$ cat src/rtl/eth_rx_frame_sched_if.sv
// FIFO read port and framed output stream of the RX frame scheduler.
// master = scheduler side, slave = FIFO/consumer side.
interface eth_rx_frame_sched_if;
  logic        fifo_rd_en;
  logic        fifo_rd_vld;
  logic [31:0] fifo_rd_data;
  logic [31:0] m_data;
  logic        m_valid;
  logic        m_ready;
  logic        m_sop;
  logic        m_eop;
  logic [3:0]  m_keep;

  modport master (
    output fifo_rd_en,
    input  fifo_rd_vld,
    input  fifo_rd_data,
    output m_data,
    output m_valid,
    input  m_ready,
    output m_sop,
    output m_eop,
    output m_keep
  );

  modport slave (
    input  fifo_rd_en,
    output fifo_rd_vld,
    output fifo_rd_data,
    input  m_data,
    input  m_valid,
    output m_ready,
    input  m_sop,
    input  m_eop,
    input  m_keep
  );
endinterface

$ cat src/rtl/eth_rx_frame_sched.sv
// Ethernet RX read-side frame scheduler: parses header words from the prefetch FIFO,
// forwards payload as a sop/eop/keep stream and discards malformed or oversize frames.
module eth_rx_frame_sched #(
  parameter int unsigned MAX_LEN = 1518,
  parameter logic [15:0] MAGIC   = 16'hA55A
) (
  input  logic                  rd_clk,
  input  logic                  rd_rst_n,
  input  logic                  en,
  eth_rx_frame_sched_if.master  bus,
  output logic                  busy,
  output logic [15:0]           frame_cnt,
  output logic [15:0]           drop_cnt,
  output logic [15:0]           sync_err_cnt
);

  localparam logic [15:0] MaxLen = 16'(MAX_LEN);

  typedef enum logic [1:0] {StIdle, StHdr, StPayload, StDrop} state_e;

  state_e      state_q, state_d;
  logic [14:0] cnt_q;
  logic [1:0]  lsb_q;
  logic        first_q;
  logic [31:0] m_data_q;
  logic        m_valid_q, m_sop_q, m_eop_q;
  logic [3:0]  m_keep_q;

  logic        rd_en;
  logic        load, cnt_ld, cnt_dec, hdr_ok;
  logic        inc_frame, inc_drop, inc_sync;

  logic [15:0] hdr_magic, hdr_len;
  logic [16:0] len_sum;
  logic [14:0] hdr_words;
  logic        last_word;
  logic [3:0]  eop_keep;

  assign hdr_magic = bus.fifo_rd_data[31:16];
  assign hdr_len   = bus.fifo_rd_data[15:0];
  // 17-bit sum so L up to 65535 rounds up without overflow
  assign len_sum   = {1'b0, hdr_len} + 17'd3;
  assign hdr_words = len_sum[16:2];
  assign last_word = (cnt_q == 15'd1);

  always_comb begin
    unique case (lsb_q)
      2'd1:    eop_keep = 4'h8;
      2'd2:    eop_keep = 4'hC;
      2'd3:    eop_keep = 4'hE;
      default: eop_keep = 4'hF;
    endcase
  end

  always_ff @(posedge rd_clk or negedge rd_rst_n) begin
    if (!rd_rst_n) state_q <= StIdle;
    else           state_q <= state_d;
  end

  always_comb begin
    state_d   = state_q;
    rd_en     = 1'b0;
    load      = 1'b0;
    cnt_ld    = 1'b0;
    cnt_dec   = 1'b0;
    hdr_ok    = 1'b0;
    inc_frame = 1'b0;
    inc_drop  = 1'b0;
    inc_sync  = 1'b0;
    unique case (state_q)
      StIdle: begin
        if (en) state_d = StHdr;
      end
      StHdr: begin
        rd_en = 1'b1;
        if (bus.fifo_rd_vld) begin
          if (hdr_magic != MAGIC) begin
            inc_sync = 1'b1;
          end else if (hdr_len == 16'd0) begin
            inc_drop = 1'b1;
            if (!en) state_d = StIdle;
          end else if (hdr_len > MaxLen) begin
            cnt_ld  = 1'b1;
            state_d = StDrop;
          end else begin
            cnt_ld  = 1'b1;
            hdr_ok  = 1'b1;
            state_d = StPayload;
          end
        end
      end
      StPayload: begin
        rd_en = !m_valid_q || bus.m_ready;
        if (rd_en && bus.fifo_rd_vld) begin
          load    = 1'b1;
          cnt_dec = 1'b1;
          if (last_word) begin
            inc_frame = 1'b1;
            state_d   = en ? StHdr : StIdle;
          end
        end
      end
      StDrop: begin
        rd_en = 1'b1;
        if (bus.fifo_rd_vld) begin
          cnt_dec = 1'b1;
          if (last_word) begin
            inc_drop = 1'b1;
            state_d  = en ? StHdr : StIdle;
          end
        end
      end
      default: state_d = StIdle;
    endcase
  end

  always_ff @(posedge rd_clk or negedge rd_rst_n) begin
    if (!rd_rst_n) begin
      cnt_q        <= '0;
      lsb_q        <= '0;
      first_q      <= 1'b0;
      m_data_q     <= '0;
      m_valid_q    <= 1'b0;
      m_sop_q      <= 1'b0;
      m_eop_q      <= 1'b0;
      m_keep_q     <= '0;
      frame_cnt    <= '0;
      drop_cnt     <= '0;
      sync_err_cnt <= '0;
    end else begin
      if (cnt_ld)       cnt_q <= hdr_words;
      else if (cnt_dec) cnt_q <= cnt_q - 15'd1;

      if (hdr_ok) begin
        lsb_q   <= hdr_len[1:0];
        first_q <= 1'b1;
      end else if (load) begin
        first_q <= 1'b0;
      end

      // Flags stay put after acceptance; they are only meaningful with m_valid.
      if (load) begin
        m_data_q  <= bus.fifo_rd_data;
        m_valid_q <= 1'b1;
        m_sop_q   <= first_q;
        m_eop_q   <= last_word;
        m_keep_q  <= last_word ? eop_keep : 4'hF;
      end else if (bus.m_ready) begin
        m_valid_q <= 1'b0;
      end

      if (inc_frame) frame_cnt    <= frame_cnt + 16'd1;
      if (inc_drop)  drop_cnt     <= drop_cnt + 16'd1;
      if (inc_sync)  sync_err_cnt <= sync_err_cnt + 16'd1;
    end
  end

  assign bus.fifo_rd_en = rd_en;
  assign bus.m_data     = m_data_q;
  assign bus.m_valid    = m_valid_q;
  assign bus.m_sop      = m_sop_q;
  assign bus.m_eop      = m_eop_q;
  assign bus.m_keep     = m_keep_q;
  assign busy           = (state_q != StIdle);

endmodule

$ cat src/flat_wrapper.sv
// flat-port wrapper written by rule: the top's interface ports become plain ports
module eth_rx_frame_sched_flat 
#(
  parameter int unsigned MAX_LEN = 1518,
  parameter logic [15:0] MAGIC   = 16'hA55A
)
  (rd_clk, rd_rst_n, en, busy, frame_cnt, drop_cnt, sync_err_cnt, bus_fifo_rd_en, bus_fifo_rd_vld, bus_fifo_rd_data, bus_m_data, bus_m_valid, bus_m_ready, bus_m_sop, bus_m_eop, bus_m_keep);
  eth_rx_frame_sched_if bus_i ();
  input  logic rd_clk;
  input  logic rd_rst_n;
  input  logic en;
  output logic busy;
  output logic [15:0] frame_cnt;
  output logic [15:0] drop_cnt;
  output logic [15:0] sync_err_cnt;
  output wire logic [$bits(bus_i.fifo_rd_en)-1:0] bus_fifo_rd_en;
  input wire logic [$bits(bus_i.fifo_rd_vld)-1:0] bus_fifo_rd_vld;
  input wire logic [$bits(bus_i.fifo_rd_data)-1:0] bus_fifo_rd_data;
  output wire logic [$bits(bus_i.m_data)-1:0] bus_m_data;
  output wire logic [$bits(bus_i.m_valid)-1:0] bus_m_valid;
  input wire logic [$bits(bus_i.m_ready)-1:0] bus_m_ready;
  output wire logic [$bits(bus_i.m_sop)-1:0] bus_m_sop;
  output wire logic [$bits(bus_i.m_eop)-1:0] bus_m_eop;
  output wire logic [$bits(bus_i.m_keep)-1:0] bus_m_keep;
  assign bus_fifo_rd_en = bus_i.fifo_rd_en;
  assign bus_i.fifo_rd_vld = bus_fifo_rd_vld;
  assign bus_i.fifo_rd_data = bus_fifo_rd_data;
  assign bus_m_data = bus_i.m_data;
  assign bus_m_valid = bus_i.m_valid;
  assign bus_i.m_ready = bus_m_ready;
  assign bus_m_sop = bus_i.m_sop;
  assign bus_m_eop = bus_i.m_eop;
  assign bus_m_keep = bus_i.m_keep;
  eth_rx_frame_sched #(.MAX_LEN(MAX_LEN), .MAGIC(MAGIC)) u_core (.rd_clk(rd_clk), .rd_rst_n(rd_rst_n), .en(en), .bus(bus_i), .busy(busy), .frame_cnt(frame_cnt), .drop_cnt(drop_cnt), .sync_err_cnt(sync_err_cnt));
endmodule
$ cat config.mk
export PLATFORM = sky130hd
export DESIGN_NAME = eth_rx_frame_sched_flat
export DESIGN_NICKNAME = d
export VERILOG_FILES = /design/src/rtl/eth_rx_frame_sched_if.sv /design/src/rtl/eth_rx_frame_sched.sv /design/src/flat_wrapper.sv
export SDC_FILE = /design/constraint.sdc
export NUM_CORES = 1
export LEC_CHECK = 0
export ABC_CLOCK_PERIOD_IN_PS = 2080
export CORE_ASPECT_RATIO = 0.6
export CORE_UTILIZATION = 35
export DETAILED_ROUTE_END_ITERATION = 8
export PLACE_DENSITY = 0.56
export SLEW_MARGIN = 20
export SYNTH_ARGS = -nofsm -noshare
export SYNTH_HDL_FRONTEND = slang
export SYNTH_SLANG_ARGS = --single-unit
export TNS_END_PERCENT = 10
$ cat constraint.sdc
create_clock -name rd_clk -period 2.08 [get_ports rd_clk]
set_input_delay 0.624 -clock rd_clk [delete_from_list [all_inputs] [get_ports rd_clk]]
set_output_delay 0.624 -clock rd_clk [all_outputs]
set_load 0.02 [all_outputs]
==> impl_metrics.env <==
export IMPL_leakage_nw=3.97
export IMPL_finalNetCount=757
export IMPL_clkSlewWorstSetupHoldPaths_ns=0.07
export IMPL_cts_buffers=9
export IMPL_grt_first_pass_wirelength_um=26300
export IMPL_worst_slack_ns=-0.0135
export IMPL_hp_class="primary input to asynchronous set/reset pin"
export IMPL_ios=126
export IMPL_min_period_over_period=1.01
export IMPL_synth_main_ff_cell="dfrtp_1"
export IMPL_avgSynthCellArea_um2=11.0
export IMPL_vias_per_cell=5.21
export IMPL_start_kind="primary input"
export IMPL_synth_cell_types=59
export IMPL_die_area_um2=16000
export IMPL_drv_slew=0
export IMPL_clockBufferDepth=2
export IMPL_path_class="primary input to flip-flop"
export IMPL_grt_pass1_vias=4777
export IMPL_crit_fanout=4
export IMPL_post_dp_cell_area_um2=7560
export IMPL_cts_sinks=107
export IMPL_dp_hpwl_um=12300
export IMPL_slew_headroom=0.719
export IMPL_num_antenna_cells=0
export IMPL_worst_pin_slew_ns=0.420
export IMPL_core_area_um2=14800
export IMPL_timing_rr_end="u_core.cnt_q[13]"
export IMPL_critical_path_arrival_ns=2.32
export IMPL_drv_cap=0
export IMPL_drive_gt1_frac=0.295
export IMPL_cts_root_buffer="clkbuf_16"
export IMPL_crit_path_end_kind="flip-flop"
export IMPL_synthCells=492
export IMPL_port_buffers=125
export IMPL_r2r_cells=5
export IMPL_start_util=0.366
export IMPL_syn_nets=536
export IMPL_wl_per_cell_um=18.1
export IMPL_htree_levels=3
export IMPL_max_freq_mhz=478
export IMPL_design_power_total_mw=4.72
export IMPL_status="finished with violations"
export IMPL_synth_area_um2=5410
export IMPL_clk_latency_ns=0.35
export IMPL_route_detailed_drc=0
export IMPL_final_setup_tns_ns=-0.0232
export IMPL_grt_util_all_layers=0.214
export IMPL_ys_seq_area_frac=0.495
export IMPL_cts_tree="done"
export IMPL_worstSetupStartpoint="bus_fifo_rd_data[29]"
export IMPL_fin_crit_ns=2.09
export IMPL_drt_first_pass_iters=4
export IMPL_ff2ff_setup_slack_ns=0
export IMPL_area_growth_pct=52.4
export IMPL_antenna_left=0
export IMPL_die_y_um=98.3
export IMPL_finalInstanceArea_um2=8250
export IMPL_ys_seq_elements=107
export IMPL_p_per_area_nw_per_um2=572
export IMPL_antenna_found_initial=0
export IMPL_rsz0062_at_grt="yes"
export IMPL_synth_edf_count=0
export IMPL_setup_viol_count_final=3
export IMPL_std_cell_rows=34
export IMPL_grt_start_max_net_pins=57
export IMPL_worstPathRequired_ns=2.31
export IMPL_via_count=4776
export IMPL_final_util=0.557
export IMPL_place_congestion=0.857
export IMPL_grt_overflow=0
export IMPL_holdBufCountCts=0
export IMPL_routed_wl_um=16500
export IMPL_vdd_drop_max_mv=0.465
export IMPL_post_place_ws_ns=-0.696
export IMPL_fp_dieW_um=163
export IMPL_r2r_start="u_core.cnt_q[3]"
export IMPL_first_iter_violations=347
export IMPL_failed_checks="negative setup slack"
export IMPL_fin_skew_ns=0.00804
export IMPL_yosysWarnings=0
export IMPL_hold_violations=0
export IMPL_synth_async_reset_ratio=1.00
## worst max path at each step
| stage | cells after the start | to |
|---|---|---|
| finish | 7 | u_core.drop_cnt[1] |
| global route | 7 | u_core.drop_cnt[1] |
| CTS | 4 | bus_fifo_rd_en |
| detailed placement | 7 | u_core.drop_cnt[1] |
| global placement | 6 | u_core.lsb_q[0] |
| floorplan | 6 | u_core.lsb_q[0] |
## routing by layer
metal / vias to the layer above / part of all wire / GRT usage
li1: 2225 / - / -
met1: 2375 / 0.52 / 0.336
met2: 163 / 0.40 / 0.289
met3: 13 / 0.076 / 0.0569
met4: 0 / 0.0077 / 0.0388
met5: - / 0 / 0
## where the power goes
group	switching, mW	total (mW)	internal [mW]
Clock	0.770	1.86	1.09
Sequential	0.0929	2.24	2.15
Combinational	0.322	0.616	0.294
## critical path, stage by stage
cell and delay [ns]:
dlygate4sd2_1 0.22, nor4bb_2 0.34, nand4_1 0.18, buf_4 0.19
nor4_4 0.35, o21ai_2 0.11, mux2_4 0.30
## final cells by class
| class | instances | area (um^2) |
|---|---|---|
| Fill cell | 1305 | 6550 |
| Multi-Input combinational cell | 366 | 2940 |
| Sequential cell | 107 | 2680 |
| Timing Repair Buffer | 222 | 2040 |
| Tap cell | 198 | 248 |
| Clock buffer | 12 | 246 |
| Clock inverter | 4 | 73.8 |
| Inverter | 7 | 26.3 |
## cells in the mapped netlist, types with 6 or more instances
cell type  number  area, um^2
dfrtp_1       107        2680
xnor2_1        48         420
nor4_1         14        87.6
nor4bb_1        8        80.1
mux2_2         34         383
clkbuf_1        8        30.0
o21ai_0         7        35.0
nand4_1        13        81.3
inv_1           7        26.3
xor2_1         19         166
and4_1          6        52.6
ha_1            7        87.6
nor3_1         20         100
nand2_1        35         131
and3_1          9        56.3
nor2_1         32         120
a21oi_1        12        60.1
nand3_1        28         140
## sequential cells by signal, indices dropped and copies added, names as in the netlist
name and count:
u_core.sync_err_cnt 16, u_core.first_q 1, u_core.bus.m_eop 1, u_core.bus.m_sop 1
u_core.cnt_q 15, u_core.bus.m_data 32, u_core.drop_cnt 16, u_core.frame_cnt 16
u_core.bus.m_keep 4, u_core.bus.m_valid 1, u_core.state_q 2, u_core.lsb_q 2
## stage by stage
step	cells	hold slack [ns]
after floorplan	492	0.328
after global placement	890	0.448
after detailed placement	890	0.454
after CTS	912	0.199
after global routing	916	0.218
final	916	0.193
## layout by cell type, fill, tap and decap left out, types with 5 or more instances in the layout
| cell type | Yosys | layout |
|---|---|---|
| nor2_1 | 32 | 29 |
| dfrtp_1 | 107 | 106 |
| mux2i_1 | 5 | 5 |
| dlymetal6s2s_1 | 0 | 20 |
| buf_4 | 0 | 89 |
| buf_6 | 1 | 6 |
| nand2_1 | 35 | 35 |
| and3_1 | 9 | 8 |
| nand3_1 | 28 | 27 |
| nor3_1 | 20 | 16 |
| nor3_2 | 2 | 5 |
| dlygate4sd2_1 | 0 | 23 |
| o21ai_0 | 7 | 6 |
| nand4_1 | 13 | 13 |
| clkdlybuf4s50_1 | 0 | 69 |
| a21oi_1 | 12 | 11 |
| inv_1 | 7 | 7 |
| clkbuf_2 | 0 | 5 |
| mux2_2 | 34 | 34 |
| xnor2_1 | 48 | 48 |
| clkbuf_16 | 0 | 9 |
| nor4_2 | 3 | 7 |
| xor2_1 | 19 | 19 |
| ha_1 | 7 | 6 |
| nor4_1 | 14 | 7 |
## logic make-up after synthesis
group	share of synthesized area
and+or+nand+nor	0.212
DFF	0.495
xor gates and xnor gates	0.108
AOI/OAI and AO/OA	0.0654
muxes	0.0883
buffers and inverters	0.0153
adders and majority gates	0.0162
## repair_timing
item	4_1_cts	5_1_grt
setup endpoints to repair	104	103
resized for setup	83	57
buffers inserted	6	5
pin swaps	21	15
Power figures use the tool's default switching activity.
